[src/rtl/bram_fifo_ctrl_pkg.sv]
// Shared types and constants for the BRAM-backed FIFO controller.
package bram_fifo_ctrl_pkg;

  localparam int unsigned FIFO_ADDR_WIDTH = 4;
  localparam int unsigned FIFO_DATA_WIDTH = 32;
  localparam int unsigned RD_LATENCY      = 1;

  // Occupancy: RAM (up to DEPTH) + in-flight read + two prefetch entries.
  typedef logic [FIFO_ADDR_WIDTH+1:0] occ_t;

endpackage

[src/rtl/bram_fifo_prefetch.sv]
// Two-entry output buffer that hides the RAM read latency from the consumer.
module bram_fifo_prefetch
  import bram_fifo_ctrl_pkg::*;
#(
  parameter int unsigned DATA_WIDTH = FIFO_DATA_WIDTH
) (
  input  logic                  clk,
  input  logic                  rst_n,
  input  logic                  push,
  input  logic [DATA_WIDTH-1:0] push_data,
  input  logic                  pop,
  output logic [1:0]            ob_cnt,
  output logic [DATA_WIDTH-1:0] head,
  output logic                  valid
);

  logic [1:0]            cnt_d;
  logic [DATA_WIDTH-1:0] head_d;
  logic [DATA_WIDTH-1:0] tail_q;
  logic [DATA_WIDTH-1:0] tail_d;

  // Head always holds the oldest entry; tail only used when two are held.
  always_comb begin
    cnt_d  = 2'(ob_cnt + 2'(push) - 2'(pop));
    head_d = head;
    tail_d = tail_q;
    case (ob_cnt)
      2'd0: begin
        if (push) head_d = push_data;
      end
      2'd1: begin
        if (push && pop) head_d = push_data;
        else if (push)   tail_d = push_data;
      end
      2'd2: begin
        if (pop) begin
          head_d = tail_q;
          if (push) tail_d = push_data;
        end
      end
      default: ;
    endcase
  end

  always_ff @(posedge clk or negedge rst_n) begin
    if (!rst_n) begin
      ob_cnt <= 2'd0;
      head   <= '0;
      tail_q <= '0;
      valid  <= 1'b0;
    end else begin
      ob_cnt <= cnt_d;
      head   <= head_d;
      tail_q <= tail_d;
      valid  <= (cnt_d != 2'd0);
    end
  end

endmodule

[src/rtl/bram_fifo_ctrl.sv]
// FIFO controller in front of a dual-port BRAM with one-cycle read latency.
// Optional BRAM_FIFO_BYPASS_EN writes into the prefetch buffer directly when it is the only storage in use.
module bram_fifo_ctrl
  import bram_fifo_ctrl_pkg::*;
#(
  parameter int unsigned ADDR_WIDTH = FIFO_ADDR_WIDTH,
  parameter int unsigned DATA_WIDTH = FIFO_DATA_WIDTH
) (
  input  logic                  clk,
  input  logic                  rst_n,
  input  logic                  enq_valid,
  input  logic [DATA_WIDTH-1:0] enq_data,
  output logic                  enq_ready,
  output logic                  deq_valid,
  output logic [DATA_WIDTH-1:0] deq_data,
  input  logic                  deq_ready,
  output logic [ADDR_WIDTH+1:0] count,
  output logic [ADDR_WIDTH-1:0] mem_addrw,
  output logic [DATA_WIDTH-1:0] mem_di,
  output logic                  mem_wen,
  output logic [ADDR_WIDTH-1:0] mem_addrr,
  output logic                  mem_ren,
  input  logic [DATA_WIDTH-1:0] mem_do
);

  localparam int unsigned DEPTH = 1 << ADDR_WIDTH;
  localparam int unsigned MW    = ADDR_WIDTH + 1;

  logic [ADDR_WIDTH-1:0] wptr_q, wptr_d;
  logic [ADDR_WIDTH-1:0] rptr_q, rptr_d;
  logic [MW-1:0]         mem_cnt_q, mem_cnt_d;
  logic                  rd_inflight_q;
  logic                  enq_ready_d;
  occ_t                  count_q, count_d;

  logic [1:0]            ob_cnt;
  logic                  enq_fire_c;
  logic                  deq_fire_c;
  logic                  bypass_c;
  logic                  ram_wr_c;
  logic                  issue_c;
  logic                  ob_push_c;
  logic [DATA_WIDTH-1:0] ob_push_data_c;

  assign enq_fire_c = enq_valid & enq_ready;
  assign deq_fire_c = deq_valid & deq_ready;

`ifdef BRAM_FIFO_BYPASS_EN
  // Nothing older in RAM or in flight, so the buffer may take the word directly.
  assign bypass_c = enq_fire_c && (mem_cnt_q == '0) && !rd_inflight_q &&
                    ({1'b0, ob_cnt} < (3'd2 + 3'(deq_fire_c)));
`else
  assign bypass_c = 1'b0;
`endif

  assign ram_wr_c = enq_fire_c & ~bypass_c;

  // Issue only if the buffer still has room once the outstanding read lands.
  assign issue_c = (mem_cnt_q != '0) &&
                   (({1'b0, ob_cnt} + 3'(rd_inflight_q)) < (3'd2 + 3'(deq_fire_c)));

  // Return and bypass are exclusive: bypass requires no read in flight.
  assign ob_push_c      = rd_inflight_q | bypass_c;
  assign ob_push_data_c = rd_inflight_q ? mem_do : enq_data;

  assign mem_wen   = ram_wr_c;
  assign mem_addrw = wptr_q;
  assign mem_di    = enq_data;
  assign mem_ren   = issue_c;
  assign mem_addrr = rptr_q;
  assign count     = (ADDR_WIDTH+2)'(count_q);

  always_comb begin
    wptr_d      = ram_wr_c ? ADDR_WIDTH'(wptr_q + 1'b1) : wptr_q;
    rptr_d      = issue_c  ? ADDR_WIDTH'(rptr_q + 1'b1) : rptr_q;
    mem_cnt_d   = MW'(mem_cnt_q + MW'(ram_wr_c) - MW'(issue_c));
    enq_ready_d = (mem_cnt_d < MW'(DEPTH));
    count_d     = occ_t'(count_q + occ_t'(enq_fire_c) - occ_t'(deq_fire_c));
  end

  always_ff @(posedge clk or negedge rst_n) begin
    if (!rst_n) begin
      wptr_q        <= '0;
      rptr_q        <= '0;
      mem_cnt_q     <= '0;
      rd_inflight_q <= 1'b0;
      enq_ready     <= 1'b0;
      count_q       <= '0;
    end else begin
      wptr_q        <= wptr_d;
      rptr_q        <= rptr_d;
      mem_cnt_q     <= mem_cnt_d;
      rd_inflight_q <= issue_c;
      enq_ready     <= enq_ready_d;
      count_q       <= count_d;
    end
  end

  bram_fifo_prefetch #(
    .DATA_WIDTH(DATA_WIDTH)
  ) u_prefetch (
    .clk      (clk),
    .rst_n    (rst_n),
    .push     (ob_push_c),
    .push_data(ob_push_data_c),
    .pop      (deq_fire_c),
    .ob_cnt   (ob_cnt),
    .head     (deq_data),
    .valid    (deq_valid)
  );

endmodule

[config.mk]
export PLATFORM = sky130hd
export DESIGN_NAME = bram_fifo_ctrl
export DESIGN_NICKNAME = d
export VERILOG_FILES = /design/src/rtl/bram_fifo_ctrl_pkg.sv /design/src/rtl/bram_fifo_prefetch.sv /design/src/rtl/bram_fifo_ctrl.sv
export SDC_FILE = /design/constraint.sdc
export NUM_CORES = 1
export LEC_CHECK = 0
export ABC_AREA = 1
export ABC_CLOCK_PERIOD_IN_PS = 5900
export CORE_UTILIZATION = 40
export CTS_CLUSTER_DIAMETER = 40
export DETAILED_ROUTE_END_ITERATION = 12
export PLACE_DENSITY = 0.8
export SYNTH_ARGS = -nofsm -noshare
export SYNTH_HDL_FRONTEND = slang
export SYNTH_HIERARCHICAL = 1
export SYNTH_SLANG_ARGS = --single-unit
[constraint.sdc]
create_clock -name clk -period 5.9 [get_ports clk]
set_clock_uncertainty 0.2 [all_clocks]
set_input_delay 1.18 -clock clk [delete_from_list [all_inputs] [get_ports clk]]
set_output_delay 1.18 -clock clk [all_outputs]
set_load 0.01 [all_outputs]
==> summary.txt <==
outcome = complete, no violations
site row count = 41
final WL = 11900 um
cts repair resizes = 0
First DRT Iteration DRCs = 382
area grow syn2layout = 30.8%
H-tree depth = 3
CP Data Required Time = 4.52 ns
root buf cell = clkbuf_16
DR DRC count = 0
Post-Route Utilization = 0.538
Max-Cap Viols = 0
Seq pwr share = 0.293
Int Power = 2.23 mW
register clock-pin slew on the reported worst setup and hold paths = 0.06 ns
Critical Path Start Type = primary input
Tot GR Track Use = 0.186
Synthesized Nets = 703
first-pass GRT wire length = 19500 um
CP arrival = 2.71 ns
Crit path top cell by count = clkdlybuf4s50_1
Slew Limit Fails = 0
Overflow after GRT = 0
largest net degree at the start of global routing = 52
initial antenna violation count = 0
Die Wd = 116 um
crit-path max FO = 5
CP Cell Sequence = clkdlybuf4s50_1 > nand3_1 > nand2_1 > nand3_2 > inv_1 > clkdlybuf4s50_1
cell count after synthesis = 614
postcts setup bufs = 0
Leak = 3.47 nW
drt wl/cell = 13.4 um
Clock Latency Late Sink = 0.34 ns
I/O Buffers = 149
FMAX = 0.244 GHz
critical path class = primary input to primary output
final hold vios = 0
Yosys cell types = 25
Post-CTS Hold Fix Bufs = 0
clock sinks = 88
Crit path largest cell delay = 0.54 ns
total negative slack = 0 ns
Final #Nets = 802
relative slew slack = 0.363
worst-margin pin slew = 0.952 ns
Max IR drop VDD = 532 uV
Hold Crit Class = register to register
Routed Antenna Nets = 0
Critical Path End Type = primary output
Crit-path slowest cell = clkdlybuf4s50_1
PD cells = 575 mW/mm2
deepest clock path buffer count = 2
fin crit share = 0.693
Most used DFF post-synth = dfrtp_1
number of synthesized flops with an enable pin = 0
Final min period = 4.09 ns
Synth warnings = 6
Yosys reg bits = 88
RSZ-0062 raised after global routing = no
IO Count = 150
die area = 0.0134 mm2
Logic pwr share = 0.555
layout cells sized above 1 = 0.0864
number of global-route vias before repair = 4034
CTS tree = yes
drt first pass iters = 4
n_diodes = 0
sw frac = 0.429
vias = 4343
Initial Util = 0.411
Via density = 4.88
P_sw = 1.68 mW
synthesized area = 0.00519 mm2
Setup-failing EPs final = 0
total power = 3.91 mW
die height = 116 um
clock power share = 0.153
Post-synth ARST share = 1.00
core area = 0.0126 mm2
post-synthesis area per instance = 8.45 um2
HPWL after DPL = 7940 um
CTS Buf Count = 9
Seq/Total Area, Yosys = 0.424
routability cong. = 0.739
-- power groups by stage --
stage                     clock network (mW)  logic, mW  registers, mW
final                                  0.596       2.17           1.14
after global routing                   0.638       2.42           1.19
after CTS                              0.612       2.19           1.14
after detailed placement                   0       2.17           1.15
after global placement                     0       2.10           1.14
after floorplan                            0       1.51           1.16
-- worst max-delay path, delay by kind of cell --
family,cells,cell delay [ns]
buffers and inverters,3,1.15
and+or+nand+nor,3,0.38
-- placed cells by master, fill, tap and decap left out, types with 3 or more instances in the layout --
| cell | netlist | routed |
|---|---|---|
| a21oi_1 | 6 | 6 |
| buf_4 | 36 | 4 |
| clkbuf_16 | 0 | 9 |
| clkbuf_8 | 0 | 3 |
| clkdlybuf4s50_1 | 0 | 148 |
| dfrtp_1 | 88 | 86 |
| ha_1 | 19 | 19 |
| inv_1 | 35 | 35 |
| mux2_4 | 30 | 30 |
| nand2_1 | 234 | 234 |
| nand3_1 | 108 | 108 |
| nand4_1 | 5 | 5 |
| xnor2_1 | 4 | 4 |
| xor2_1 | 6 | 6 |
-- state kept, by name, indices dropped and copies added, names as in the netlist --
signal,flops
count,6
enq_ready,1
mem_addrr,4
mem_addrw,4
mem_cnt_q,5
ob_push_c,1
u_prefetch/head,32
u_prefetch/ob_cnt,2
u_prefetch/tail_q,32
u_prefetch/valid,1
-- synth_stat cells, types with 2 or more instances --
cell,instances,area [um2]
buf_12,3,60.1
inv_1,35,131
mux2_4,30,450
xor2_1,6,52.6
nand2_1,234,878
dfrtp_1,88,2200
fa_1,2,40.0
a21oi_1,6,30.0
xnor2_1,4,35.0
nand2_2,2,12.5
nand3_2,2,20.0
nand4_1,5,31.3
clkbuf_1,3,11.3
buf_4,36,270
ha_1,19,238
mux2_2,2,22.5
nand3_1,108,541
inv_2,2,7.51
buf_1,3,11.3
buf_2,18,90.1
nor2_1,2,7.51
-- area by class of cell --
class                           instances  area [um2]
Fill cell                            1182        5830
Multi-Input combinational cell        425        2400
Sequential cell                        88        2200
Timing Repair Buffer                  152        1510
Clock buffer                           12         267
Tap cell                              172         215
Inverter                               37         139
Clock inverter                          4        51.3
-- final timing paths --
path	slack, ns	end	cells after the start	from
min in group asynchronous	0.59	mem_cnt_q[3]	1	rst_n
hold reg to reg	0.27	u_prefetch/tail_q[22]	2	u_prefetch/tail_q[22]
setup / recovery	1.81	mem_ren	6	deq_ready
max in group asynchronous	3.86	u_prefetch/head[13]	2	rst_n
hold / removal	0.27	u_prefetch/tail_q[22]	2	u_prefetch/tail_q[22]
setup reg to reg	2.73	u_prefetch/tail_q[15]	8	ob_push_c
-- metal layers --
layer | part of all wire | vias up | track usage
met1 | 0.43 | 2023 | 0.234
li1 | - | 2151 | -
met2 | 0.49 | 155 | 0.317
met4 | 0.017 | 0 | 0.0761
met3 | 0.065 | 14 | 0.0329
met5 | 0 | - | 0
-- through the flow --
| step | hold WS, ns | area, um2 | setup WS [ns] | instances |
|---|---|---|---|---|
| final | 0.270 | 6790 | 1.81 | 890 |
| after global routing | 0.294 | 6790 | 1.75 | 890 |
| after CTS | 0.274 | 6790 | 1.80 | 890 |
| after detailed placement | 0.259 | 6470 | 1.77 | 874 |
| after global placement | 0.254 | 6470 | 1.85 | 874 |
| after floorplan | 0.243 | 5190 | 2.85 | 614 |
-- cells by family after synthesis --
family,synth area share
and+or+nand+nor,0.292
buffers and inverters,0.114
DFF,0.424
muxes,0.0911
adders and majority gates,0.0535
xor gates and xnor gates,0.0169
AOI/OAI and AO/OA,0.00747
Note: power is estimated with default switching activity, not from simulation.
